### src/rtl/scc_rf_pkg.sv
// Shared encodings for the scoreboarded register file: write merge modes
// and write-source select.
package scc_rf_pkg;

   localparam logic [1:0] WR_FULL = 2'd0;
   localparam logic [1:0] WR_HIGH = 2'd1;
   localparam logic [1:0] WR_SET  = 2'd2;
   localparam logic [1:0] WR_CLR  = 2'd3;

   localparam logic SEL_ID  = 1'b0;
   localparam logic SEL_EXE = 1'b1;

endpackage

### src/rtl/rf_scoreboard.sv
// Pending-write scoreboard: ID claims a destination, the write-back clears it.
// A claim in the same cycle as a clear wins so a destination can be reused.
module rf_scoreboard #(
   parameter int unsigned NUM_REGS = 8,
   parameter int unsigned ADDR_W   = $clog2(NUM_REGS)
) (
   input  logic                clk,
   input  logic                rst,
   input  logic                claim_en,
   input  logic [ADDR_W-1:0]   claim_addr,
   input  logic                wr_en,
   input  logic [ADDR_W-1:0]   wr_addr,
   output logic [NUM_REGS-1:0] pending,
   output logic                claim_err
);

   logic [NUM_REGS-1:0] pending_nxt;
   logic                claim_err_nxt;

   // Clear applied first so a coincident claim overrides it
   always_comb begin
      pending_nxt = pending;
      if (wr_en)
         pending_nxt[wr_addr] = 1'b0;
      if (claim_en)
         pending_nxt[claim_addr] = 1'b1;
      claim_err_nxt = claim_en && pending[claim_addr] &&
                      !(wr_en && (wr_addr == claim_addr));
   end

   always_ff @(posedge clk) begin
      if (rst) begin
         pending   <= '0;
         claim_err <= 1'b0;
      end else begin
         pending   <= pending_nxt;
         claim_err <= claim_err_nxt;
      end
   end

endmodule

### src/rtl/reg_file_sb.sv
// Multi-port register file with merge-mode writes, optional write-to-read
// bypass and a pending-write scoreboard for RAW hazard stalls.
module reg_file_sb
   import scc_rf_pkg::*;
#(
   parameter int unsigned DATA_W   = 32,
   parameter int unsigned NUM_REGS = 8,
   parameter int unsigned ADDR_W   = $clog2(NUM_REGS),
   parameter int unsigned NUM_RD   = 2,
   parameter int unsigned BYPASS   = 1
) (
   input  logic                       clk,
   input  logic                       rst,
   input  logic [NUM_RD*ADDR_W-1:0]   rd_addr,
   output logic [NUM_RD*DATA_W-1:0]   rd_data,
   output logic [NUM_RD-1:0]          rd_busy,
   input  logic                       wr_en,
   input  logic [ADDR_W-1:0]          wr_addr,
   input  logic [1:0]                 wr_mode,
   input  logic                       wr_sel,
   input  logic [DATA_W-1:0]          wr_data_id,
   input  logic [DATA_W-1:0]          wr_data_exe,
   input  logic                       claim_en,
   input  logic [ADDR_W-1:0]          claim_addr,
   output logic [NUM_REGS-1:0]        pending,
   output logic                       claim_err
);

   localparam int unsigned HALF_W = DATA_W / 2;

   logic [DATA_W-1:0] regs [NUM_REGS];
   logic [DATA_W-1:0] src_c;
   logic [DATA_W-1:0] cur_c;
   logic [DATA_W-1:0] merge_c;

   // Merged write value; HIGH keeps the low half of the destination (MOVT)
   always_comb begin
      src_c = (wr_sel == SEL_ID) ? wr_data_id : wr_data_exe;
      cur_c = regs[wr_addr];
      case (wr_mode)
         WR_FULL: merge_c = src_c;
         WR_HIGH: merge_c = {src_c[HALF_W-1:0], cur_c[HALF_W-1:0]};
         WR_SET:  merge_c = '1;
         default: merge_c = '0;
      endcase
   end

   always_ff @(posedge clk) begin
      if (rst) begin
         for (int i = 0; i < int'(NUM_REGS); i++)
            regs[i] <= '0;
      end else if (wr_en) begin
         regs[wr_addr] <= merge_c;
      end
   end

   // A bypassed write also satisfies the hazard on that port this cycle
   for (genvar k = 0; k < int'(NUM_RD); k++) begin : g_rd
      logic [ADDR_W-1:0] addr;
      logic              hit;
      assign addr = rd_addr[k*ADDR_W +: ADDR_W];
      assign hit  = (BYPASS != 0) && wr_en && (wr_addr == addr);
      assign rd_data[k*DATA_W +: DATA_W] = hit ? merge_c : regs[addr];
      assign rd_busy[k] = pending[addr] && !hit;
   end

   rf_scoreboard #(
      .NUM_REGS (NUM_REGS),
      .ADDR_W   (ADDR_W)
   ) u_sb (
      .clk        (clk),
      .rst        (rst),
      .claim_en   (claim_en),
      .claim_addr (claim_addr),
      .wr_en      (wr_en),
      .wr_addr    (wr_addr),
      .pending    (pending),
      .claim_err  (claim_err)
   );

endmodule
### config.mk
export PLATFORM = sky130hd
export DESIGN_NAME = reg_file_sb
export DESIGN_NICKNAME = d
export VERILOG_FILES = /design/src/rtl/scc_rf_pkg.sv /design/src/rtl/rf_scoreboard.sv /design/src/rtl/reg_file_sb.sv
export SDC_FILE = /design/constraint.sdc
export NUM_CORES = 1
export LEC_CHECK = 0
export CORE_MARGIN = 5
export CORE_UTILIZATION = 60
export CTS_CLUSTER_SIZE = 12
export DETAILED_ROUTE_END_ITERATION = 8
export PLACE_DENSITY = 0.83
export SYNTH_ARGS = -nofsm -noshare
export SYNTH_HDL_FRONTEND = slang
export SYNTH_SLANG_ARGS = --single-unit
### constraint.sdc
create_clock -name clk -period 7.2 [get_ports clk]
set_clock_uncertainty 0.2 [all_clocks]
set_input_delay 0.72 -clock clk [delete_from_list [all_inputs] [get_ports clk]]
set_output_delay 0.72 -clock clk [all_outputs]
set_load 0.1 [all_outputs]
==> results of run 1 <==
-- cells by family (layout without fill, tap and decap cells) --
group           after synthesis  in the layout  synth area share
compound gates              216            216            0.0903
xor+xnor                      9              9           0.00491
buf+inv                     128            248            0.0407
flops                       265            265             0.490
mux                         259            259             0.273
simple gates                396            396             0.101
-- worst reg2reg max path: stages, from the launching register on --
cell and delay (ps):
edfxtp_1 430, a21o_1 210, a211oi_1 350, o22ai_1 200
a21oi_4 370, nor2_1 100
-- layout make-up --
cell class / count / share of cell area
clock inverter: 11 / 0.00271
timing repair buffer: 187 / 0.0955
tap: 335 / 0.0227
clock buffer: 35 / 0.0405
multi-input combinational: 880 / 0.410
inverter: 15 / 0.00304
sequential: 265 / 0.425
-- layer usage --
metal  vias up  part of all wire
li1       5071                 -
met1      6028              0.33
met2      1069              0.49
met3       248              0.12
met4         0             0.060
met5         -                 0
-- flip-flops by register name, summed over array words and instances, names as in the netlist --
register,cells
regs,256
u_sb.pending,8
u_sb.claim_err,1
-- synthesized netlist by cell type (3+ instances only) --
library cell / n / area [µm²]
nor2_1: 271 / 1020
edfxtp_1: 256 / 7690
mux4_2: 134 / 3020
mux2_2: 87 / 980
nand2_1: 87 / 327
buf_2: 63 / 315
o21ai_0: 56 / 280
mux2i_1: 36 / 360
clkbuf_1: 34 / 128
o21ai_1: 32 / 160
a21oi_1: 24 / 120
a22oi_1: 18 / 135
inv_1: 14 / 52.6
o21ai_2: 13 / 114
o211ai_1: 11 / 82.6
buf_6: 10 / 113
a21o_1: 9 / 67.6
dfxtp_1: 9 / 180
nand3b_1: 7 / 52.6
xnor2_1: 7 / 61.3
and4b_1: 6 / 60.1
nor2b_1: 6 / 37.5
o21a_1: 6 / 45.0
o221ai_1: 6 / 52.6
a21oi_4: 5 / 81.3
a221oi_1: 5 / 43.8
and2_1: 5 / 31.3
buf_4: 5 / 37.5
o22ai_1: 5 / 31.3
nor4b_1: 4 / 35.0
o32ai_1: 4 / 35.0
a21oi_2: 3 / 26.3
a31oi_1: 3 / 18.8
-- power groups by stage --
stage          clock, W  combinational (W)  sequential (W)
2_1_floorplan         0           0.000865         0.00186
3_3_place_gp          0            0.00117         0.00185
3_5_place_dp          0            0.00118         0.00187
4_1_cts         0.00130            0.00118         0.00183
5_1_grt         0.00138            0.00123         0.00184
6_report        0.00131            0.00119         0.00184
-- how the worst max path moves through the flow --
stage / cells past startpoint / slack [ps] / end
finish: 6 / 1670 / rd_data[16]
global route: 6 / 1410 / rd_data[16]
CTS: 6 / 1740 / rd_data[18]
detailed placement: 6 / 1740 / rd_data[16]
global placement: 6 / 1880 / rd_data[18]
floorplan: 6 / 2390 / rd_data[4]
-- per-stage QoR --
| step | setup slack, ps | std cells | total power [W] |
|---|---|---|---|
| global route | 1410 | 1728 | 0.00445 |
| finish | 1670 | 1728 | 0.00434 |
| detailed placement | 1740 | 1682 | 0.00304 |
| CTS | 1740 | 1728 | 0.00432 |
| floorplan | 2390 | 1273 | 0.00272 |
| global placement | 1880 | 1682 | 0.00302 |
==> impl_results.md, run 1 <==
* Run status: finished, final reports clean
* Highest attainable clock frequency at 0.181 GHz
* Share of final-layout standard cells stronger than drive strength 1 at 0.238
* Min-delay worst type: register to register
* Minimum period implied by the final worst setup slack at 5530 ps
* Sequential share of power at 0.423
* Critical path arrival at 4610 ps
* Internal power at 0.00288 W
* Root Buffer: clkbuf_16
* Crit Reg-Reg Endpoint: regs[6][11]
* Met2 Track Usage GR at 0.544
* Crit path capture type: output pin
* Highest-count cells in the layout ignoring fill and taps: nor2_1, edfxtp_1, clkdlybuf4s50_1
* Bufs on Longest Clock Path at 3
* Global-route wire length before repair at 75600 µm
* Worst Hold Launch: u_sb.pending[7]
* Flip-flop and latch count after synthesis at 265
* Critical path buffer and inverter count at 3
* Starting density of the core at 0.613
* Cell repeated most along the worst path: clkdlybuf4s50_1
* X dimension of the die at 174 µm
* Fraction of the yosys area taken by sequential cells at 0.490
* Post-detailed-route DRC marker count at 0
* Maximum level of the CTS H-tree at 1
* Commonest non-fill, non-tap cell in the layout: nor2_1
* Relative slew slack at 0.278
* GRT Resource Usage Total at 0.327
* Number of iterations in the first detailed-routing pass at 6
* Antenna violations before repair at 0
* Switching power at 0.00146 W
* Number of gates given a new drive strength after cts at 0
* Crit Reg-Reg Startpoint: regs[5][11]
* Worst endpoint required time at 6280 ps
* Share of power burned in combinational logic at 0.275
* HPWL reported at the end of detailed placement at 30400 µm
* Final Max Slew Viols at 0
* CP startpoint kind: primary input
* Number of inserted filler cells in the final layout at 1736
* Largest net degree at the start of global routing at 52
* Total wirelength of the detailed-routed design at 50700 µm
* Area of the core region at 0.0262 mm²
* Fraction of power consumed by the clock network at 0.302
* Distinct cell type count after synthesis at 56
* Setup CP Type: primary input to output pin
* Start point of the critical path: wr_mode[1]
* Number of maximum-capacitance violations at 0
* Final routed wire length divided by cell count at 29.3 µm
* Count of endpoints failing setup in the final report at 0
* Critical Path Slowest Stage Cell: clkdlybuf4s50_1
* Final core occ at 0.706
* Net count of the mapped netlist at 1356
* Area taken by multi-input logic gates at 0.00758 mm²
* Overall die height at 174 µm
* Total non-filler cell area in the finished layout at 0.0185 mm²
* Clock tree from TritonCTS: done
* Remaining antenna violation count at 0
* CTS clk-pin slew, worst paths at 60 ps
* Sequential cell area in the final layout at 0.00787 mm²
* Clock Sinks at 265
* Power Density at 235 mW/mm²
* Largest fanout of any net on the critical path at 21
* Cell count after synthesis at 1273
* Met3 Track Usage GR at 0.0711
* Drt first-iter violations at 2133
* Die area at 0.0301 mm²
* Source-to-sink clock delay at the later pin of the worst-skew pair at 550 ps
* Post CTS Setup Buffer Count at 0
* Final Cycle Share at 0.768
* Avg Cell Area, Syn at 12.6 µm²
* Main synth FF type: edfxtp_1
* Number of synthesized flops with an enable pin at 256
* Total of warnings raised by yosys at 0
* Routing layer with the top usage in global route: met2
* Worst-case register-to-register setup slack at 5050 ps
* Net count of the finished layout at 1460
* Cell chain of the critical path: clkdlybuf4s50_1 > inv_1 > nand2_1 > o21ai_1 > o21ai_0 > clkdlybuf4s50_1
* Number of clock buffers inserted by TritonCTS at 28
* Hold Fails Final Rpt at 0
* Total number of vias at 12400
* Gate family responsible for the most delay along the worst path: buffers and inverters
* Via count of the first global-routing pass at 12800
* Unrepaired setup endpoints after global routing: no
* Number of instances on the worst hold path at 2
* Worst-case reg-to-reg path depth at 5
* Slowest stage delay, CP at 1000 ps
* Final setup TNS at 0 ps
* Synthesized area at 0.0161 mm²
* Leakage dissipation at 6.61 nW
* Maximum resistive drop on vdd at 0.166 mV
* Post-synthesis to final-layout area growth at 15.1%
* Worst Hold Path EP: u_sb.pending[7]
* Cell row count at 59
* Switching share of power at 0.336
* Share of synthesized registers carrying an async set or reset at 0
* Placer Congestion at 0.892
* Pin slew with the least headroom to its limit at 1080 ps
* Post-placement cell area at 0.0177 mm²
* Met1 track utilization from global routing at 0.407
* Top-level I/O count at 158
* Number of vias per cell at 7.19
* Hold buffer count at cts at 0
* Number of antenna cells inserted at 0
* IO buf count at 157
* Total grt overflow at 0
* Final Hold Slack at 321 ps
No activity file was read; power rests on OpenSTA's default activity.
==> run 2: changes to the inputs <==
--- a/config.mk
+++ b/config.mk
@@ -6,10 +6,10 @@
 export NUM_CORES = 1
 export LEC_CHECK = 0
 export CORE_MARGIN = 5
-export CORE_UTILIZATION = 60
+export CORE_UTILIZATION = 58
 export CTS_CLUSTER_SIZE = 12
 export DETAILED_ROUTE_END_ITERATION = 8
-export PLACE_DENSITY = 0.83
+export PLACE_DENSITY = 0.81
 export SYNTH_ARGS = -nofsm -noshare
 export SYNTH_HDL_FRONTEND = slang
 export SYNTH_SLANG_ARGS = --single-unit
==> constraint.sdc (replaced) <==
create_clock -name clk -period 5.2 [get_ports clk]
set_clock_uncertainty 0.2 [all_clocks]
set_input_delay 0.52 -clock clk [delete_from_list [all_inputs] [get_ports clk]]
set_output_delay 0.52 -clock clk [all_outputs]
set_load 0.1 [all_outputs]
==> run 2 against run 1 <==
  * Register-to-register slack got worse by 1900 ps
  * Non-clock buffer count up 22
  * Hold slack worse by 13 ps
  * Power up 47%
  * Critical endpoint is now rd_data[17]
  * Cell count rose by 4.1%
  * Routed wire length fell by 0.92%
  * Setup slack got worse by 760 ps
==> impl_results.md, run 2 (synthesized netlist as in run 1, its figures left out) <==
* Commonest non-fill, non-tap cell in the layout: nor2_1
* Count of endpoints failing setup in the final report at 0 (unchanged)
* Hold buffer count at cts at 0 (unchanged)
* Clock tree from TritonCTS: done
* Final routed wire length divided by cell count at 27.9 µm (-4.8%)
* Maximum level of the CTS H-tree at 1 (unchanged)
* Switching power at 0.00209 W (+43%)
* Final Cycle Share at 0.824
* HPWL reported at the end of detailed placement at 32000 µm (+5.1%)
* CP startpoint kind: primary input
* Highest-count cells in the layout ignoring fill and taps: nor2_1, edfxtp_1, mux4_2
* Fraction of power consumed by the clock network at 0.317 (+0.015)
* Cell row count at 61 (+3.4%)
* Via count of the first global-routing pass at 12900 (+0.80%)
* Post-detailed-route DRC marker count at 0 (unchanged)
* Global-route wire length before repair at 75800 µm (+0.24%)
* Worst-case reg-to-reg path depth at 5 (unchanged)
* Internal power at 0.00429 W (+49%)
* Registers with the highest flip-flop counts: regs x256, u_sb.pending x8, u_sb.claim_err x1
* IO buf count at 157 (unchanged)
* Critical path arrival at 3560 ps (-1050 ps)
* Largest net degree at the start of global routing at 55 (+5.8%)
* Number of gates given a new drive strength after cts at 0 (unchanged)
* Pin slew with the least headroom to its limit at 1020 ps (-55.6 ps)
* Register with the highest flop count: regs
* Sequential share of power at 0.399 (-0.024)
* Source-to-sink clock delay at the later pin of the worst-skew pair at 570 ps (+20 ps)
* Crit Reg-Reg Endpoint: regs[7][1]
* Largest fanout of any net on the critical path at 21 (unchanged)
* Number of clock buffers inserted by TritonCTS at 29 (+3.6%)
* Number of maximum-capacitance violations at 0 (unchanged)
* Minimum period implied by the final worst setup slack at 4280 ps
* Antenna violations before repair at 0 (unchanged)
* Starting density of the core at 0.583 (-0.0299)
* Highest attainable clock frequency at 0.234 GHz
* Post CTS Setup Buffer Count at 0 (unchanged)
* GRT Resource Usage Total at 0.320 (-0.00714)
* Final setup TNS at 0 ps (unchanged)
* Final Max Slew Viols at 0 (unchanged)
* Final Hold Slack at 307 ps (-13.5 ps)
* Number of vias per cell at 6.95 (-3.3%)
* Post-synthesis to final-layout area growth at 20.3%
* Switching share of power at 0.328 (-0.00849)
* Start point of the critical path: wr_mode[1]
* Total wirelength of the detailed-routed design at 50200 µm (-0.92%)
* Setup CP Type: primary input to output pin
* Number of inserted filler cells in the final layout at 1844 (+6.2%)
* Worst setup path endpoint: rd_data[17]
* Power Density at 330 mW/mm² (+41%)
* Root Buffer: clkbuf_16
* Clock Sinks at 265 (unchanged)
* Relative slew slack at 0.316 (+0.0376)
* Worst-case register-to-register setup slack at 3100 ps (-1950 ps)
* Net count of the finished layout at 1483 (+1.6%)
* Area of the core region at 0.0276 mm² (+5.1%)
* Min-delay worst type: register to register
* Hold Fails Final Rpt at 0 (unchanged)
* Total grt overflow at 0 (unchanged)
* X dimension of the die at 176 µm (+1.6%)
* Overall die height at 176 µm (+1.6%)
* Top-level I/O count at 158 (unchanged)
* Drt first-iter violations at 1902 (-11%)
* Bufs on Longest Clock Path at 3 (unchanged)
* Maximum resistive drop on vdd at 0.270 mV (+63%)
* Number of antenna cells inserted at 0 (unchanged)
* Share of power burned in combinational logic at 0.284 (+0.009)
* Number of flip-flops in the largest register at 256 (unchanged)
* Unrepaired setup endpoints after global routing: no
* Leakage dissipation at 7.07 nW (+6.8%)
* Remaining antenna violation count at 0 (unchanged)
* Crit Reg-Reg Startpoint: regs[4][1]
* Number of instances on the worst hold path at 2 (unchanged)
* Number of iterations in the first detailed-routing pass at 6 (unchanged)
* Crit path capture type: output pin
* Die area at 0.0311 mm² (+3.2%)
* Worst endpoint required time at 4480 ps (-1800 ps)
* CTS clk-pin slew, worst paths at 50 ps (about the same)
* Run status: finished, final reports clean
* Share of final-layout standard cells stronger than drive strength 1 at 0.292 (+0.0537)
* Placer Congestion at 0.933 (+4.6%)
* Total number of vias at 12500 (+0.72%)
-- run 2: how the worst min path moves through the flow --
stage                    startpoint         endpoint  slack, ps
finish              u_sb.pending[6]  u_sb.pending[6]        310
global route        u_sb.pending[6]  u_sb.pending[6]        340
CTS                 u_sb.pending[6]  u_sb.pending[6]        310
detailed placement  u_sb.pending[6]  u_sb.pending[6]        300
global placement    u_sb.pending[6]  u_sb.pending[6]        290
floorplan             claim_addr[2]  u_sb.pending[0]        420
-- run 2: final cells by class --
class | instances | area [µm²] | area share
clock buffers | 36 | 752 | 0.0389
clock inverters | 16 | 160 | 0.00829
inverters | 15 | 56.3 | 0.00292
multi-input cells | 880 | 7560 | 0.392
flip-flops and latches | 265 | 7870 | 0.407
well taps | 378 | 473 | 0.0245
repair buffers | 209 | 2440 | 0.126
-- run 2: critical path, stage by stage --
cell,delay [ps]
clkdlybuf4s50_1,700
inv_1,580
nand2_1,500
o21ai_1,720
o21ai_0,290
buf_12,230
-- run 2: through the flow --
stage                     worst slack, ps  instances  utilization  area [µm²]  total power, W
after CTS                            1030       1799        0.701       19300         0.00635
after global routing                  743       1799        0.701       19300         0.00654
final                                 917       1799        0.701       19300         0.00638
after floorplan                       791       1273            -       16100         0.00377
after detailed placement             1050       1747        0.668       18400         0.00437
after global placement               1120       1747        0.668       18400         0.00434
-- run 2: routing by layer --
metal | track usage | up-vias | part of all wire | wire length [µm]
li1 | - | 5132 | - | -
met3 | 0.0741 | 241 | 0.13 | 6670
met4 | 0.164 | 0 | 0.062 | 3140
met2 | 0.519 | 1071 | 0.47 | 23800
met5 | 0 | - | 0 | 0
met1 | 0.408 | 6062 | 0.33 | 16600
-- run 2: power groups by stage --
| stage | sequential (W) | combinational, W | clock [W] |
|---|---|---|---|
| after floorplan | 0.00257 | 0.00120 | 0 |
| after global placement | 0.00257 | 0.00178 | 0 |
| after detailed placement | 0.00258 | 0.00179 | 0 |
| after CTS | 0.00254 | 0.00180 | 0.00201 |
| after global routing | 0.00255 | 0.00187 | 0.00211 |
| final | 0.00254 | 0.00181 | 0.00202 |
==> run 3: changes to the inputs <==
--- a/config.mk
+++ b/config.mk
@@ -6,10 +6,10 @@
 export NUM_CORES = 1
 export LEC_CHECK = 0
 export CORE_MARGIN = 5
-export CORE_UTILIZATION = 58
+export CORE_UTILIZATION = 53
 export CTS_CLUSTER_SIZE = 12
 export DETAILED_ROUTE_END_ITERATION = 8
-export PLACE_DENSITY = 0.81
+export PLACE_DENSITY = 0.78
 export SYNTH_ARGS = -nofsm -noshare
 export SYNTH_HDL_FRONTEND = slang
 export SYNTH_SLANG_ARGS = --single-unit
==> constraint.sdc (replaced) <==
create_clock -name clk -period 3.65 [get_ports clk]
set_clock_uncertainty 0.2 [all_clocks]
set_input_delay 0.365 -clock clk [delete_from_list [all_inputs] [get_ports clk]]
set_output_delay 0.365 -clock clk [all_outputs]
set_load 0.1 [all_outputs]
==> run 3 against run 2 <==
  * Routed wire length grew 3.4%
  * Sequential power grew 43%
  * Count of clock-buffer cells in the layout fell by 2
  * Global-route usage shrank 2.0 points
  * Cell count increased by 2.1%
  * Non-clock buffer count grew 32
  * Combinational power is 51% higher
  * First-iteration DRC count shrank 6.1%
  * Design area up 2.8%
  * Register-to-register slack got worse by 1600 ps
  * Critical path depth is 2 higher
  * Largest cell class unchanged
==> impl_results.md, run 3 (synthesized netlist as in run 1, its figures left out) <==
* Cell row count at 63 (+3.3%)
* Slowest stage delay, CP at 740 ps (+20 ps)
* Gate family responsible for the most delay along the worst path: buffers and inverters
* Number of antenna cells inserted at 0 (unchanged)
* Final Cycle Share at 0.961
* Relative slew slack at 0.339 (+0.0230)
* Fraction of power consumed by the clock network at 0.294 (-0.023)
* Switching share of power at 0.328 (about the same)
* Clock Sinks at 265 (unchanged)
* Total number of vias at 12600 (+0.91%)
* Setup slack of the critical path after layout at 141 ps (-776 ps)
* Cell chain of the critical path: clkdlybuf4s50_1 > and2_1 > buf_4 > a22oi_1 > o211ai_1 > a22oi_4 > o21ai_1 > buf_12
* Maximum resistive drop on vdd at 0.412 mV (+53%)
* Final routed wire length divided by cell count at 28.3 µm (+1.3%)
* Total wirelength of the detailed-routed design at 51900 µm (+3.4%)
* Leakage dissipation at 7.32 nW (+3.6%)
* Number of clock buffers inserted by TritonCTS at 28 (-3.4%)
* Count of endpoints failing setup in the final report at 0 (unchanged)
* Bufs on Longest Clock Path at 3 (unchanged)
* X dimension of the die at 184 µm (+4.4%)
* Commonest non-fill, non-tap cell in the layout: nor2_1
* Hold Fails Final Rpt at 0 (unchanged)
* Number of iterations in the first detailed-routing pass at 8 (+2)
* Remaining antenna violation count at 0 (unchanged)
* Crit path capture type: output pin
* Area of the core region at 0.0298 mm² (+8.1%)
* Power Density at 454 mW/mm² (+37%)
* Number of flip-flops in the largest register at 256 (unchanged)
* Sequential share of power at 0.402 (+0.003)
* Number of vias per cell at 6.87 (-1.2%)
* Final Max Slew Viols at 0 (unchanged)
* Unrepaired setup endpoints after global routing: no
* Worst setup timing slack at the placement stage at 243 ps (-805 ps)
* Final setup TNS at 0 ps (unchanged)
* Highest-count cells in the layout ignoring fill and taps: nor2_1, edfxtp_1, mux4_2
* Register with the highest flop count: regs
* Post-synthesis to final-layout area growth at 23.6%
* Start point of the critical path: wr_addr[0]
* Worst-case reg-to-reg path depth at 5 (unchanged)
* IO buf count at 157 (unchanged)
* Drt first-iter violations at 1786 (-6.1%)
* Die area at 0.0339 mm² (+8.9%)
* Global-route wire length before repair at 76900 µm (+1.4%)
* HPWL reported at the end of detailed placement at 33500 µm (+4.7%)
* Crit Reg-Reg Startpoint: regs[0][12]
* Setup CP Type: primary input to output pin
* CTS clk-pin slew, worst paths at 60 ps (about the same)
* Critical Path Slowest Stage Cell: clkdlybuf4s50_1
* Maximum level of the CTS H-tree at 1 (unchanged)
* Pin slew with the least headroom to its limit at 989 ps (-34.6 ps)
* Share of power burned in combinational logic at 0.304 (+0.020)
* Hold buffer count at cts at 0 (unchanged)
* Antenna violations before repair at 0 (unchanged)
* Minimum period implied by the final worst setup slack at 3510 ps
* Via count of the first global-routing pass at 12800 (-0.45%)
* Source-to-sink clock delay at the later pin of the worst-skew pair at 550 ps (-20 ps)
* GRT Resource Usage Total at 0.301 (-0.0195)
* Critical path arrival at 2940 ps (-620 ps)
* Largest fanout of any net on the critical path at 10 (-52%)
* Top-level I/O count at 158 (unchanged)
* Total grt overflow at 0 (unchanged)
* Critical path buffer and inverter count at 3 (unchanged)
* Post-detailed-route DRC marker count at 0 (unchanged)
* Run status: finished, final reports clean
* Placer Congestion at 0.925 (-0.81%)
* Internal power at 0.00605 W (+41%)
* CP startpoint kind: primary input
* Registers with the highest flip-flop counts: regs x256, u_sb.pending x8, u_sb.claim_err x1
* Post CTS Setup Buffer Count at 0 (unchanged)
* Root Buffer: clkbuf_16
* Worst setup path endpoint: rd_data[12]
* Number of maximum-capacitance violations at 0 (unchanged)
* Switching power at 0.00296 W (+41%)
* Net count of the finished layout at 1514 (+2.1%)
* Highest attainable clock frequency at 0.285 GHz
* Overall die height at 184 µm (+4.4%)
* Largest net degree at the start of global routing at 41 (-25%)
* Worst-case register-to-register setup slack at 1490 ps (-1610 ps)
* Worst endpoint required time at 3080 ps (-1400 ps)
* Min-delay worst type: register to register
* Final Hold Slack at 323 ps (+15.6 ps)
* Number of gates given a new drive strength after cts at 0 (unchanged)
* Starting density of the core at 0.539 (-0.0439)
* Share of final-layout standard cells stronger than drive strength 1 at 0.307 (+0.0148)
* Clock tree from TritonCTS: done
* WP depth at 8 (+2)
* Crit Reg-Reg Endpoint: regs[0][12]
## run 3: changes by cell type in the layout (fill, tap and decap cells not counted), sizes merged
cell and change:
buf +32, inv -1, clkinv -1, bufinv -2
clkbuf -2
## run 3: layer usage
layer  GRT usage  part of all wire
met5           0                 0
met3      0.0594              0.12
met2       0.506              0.50
met1       0.386              0.33
met4       0.123             0.046
## run 3: cell type report
type	instances	area (µm²)
fillers	2085	9940
flip-flops and latches	265	7870
multi-input cells	880	7560
repair buffers	241	3060
clock buffers	34	744
well taps	390	488
clock inverters	12	76.3
inverters	15	56.3
## run 3: power groups by stage
stage          registers [W]  clock network (W)  logic (W)
3_5_place_dp         0.00368                  0    0.00272
4_1_cts              0.00362            0.00265    0.00273
3_3_place_gp         0.00366                  0    0.00269
6_report             0.00362            0.00264    0.00274
2_1_floorplan        0.00366                  0    0.00171
5_1_grt              0.00364            0.00276    0.00283
## run 3: per-stage QoR
step | utilization | total power, W | instance area (µm²) | cells
floorplan | - | 0.00537 | 16100 | 1273
global placement | 0.639 | 0.00635 | 19000 | 1791
detailed placement | 0.639 | 0.00639 | 19000 | 1791
CTS | 0.666 | 0.00900 | 19900 | 1837
global route | 0.666 | 0.00923 | 19900 | 1837
finish | 0.666 | 0.00901 | 19900 | 1837
## run 3: tightest hold or removal path, cell delays in order (launching register included)
cell and delay, ps:
dfxtp_1 340, inv_1 60, o22ai_1 70
## run 3: how the worst min path moves through the flow
stage | start | to | depth (start not counted)
2_1_floorplan | claim_addr[2] | u_sb.pending[0] | 1
4_1_cts | u_sb.pending[6] | u_sb.pending[6] | 2
6_report | u_sb.pending[5] | u_sb.pending[5] | 2
3_5_place_dp | u_sb.pending[5] | u_sb.pending[5] | 2
3_3_place_gp | u_sb.pending[6] | u_sb.pending[6] | 2
5_1_grt | u_sb.pending[6] | u_sb.pending[6] | 2
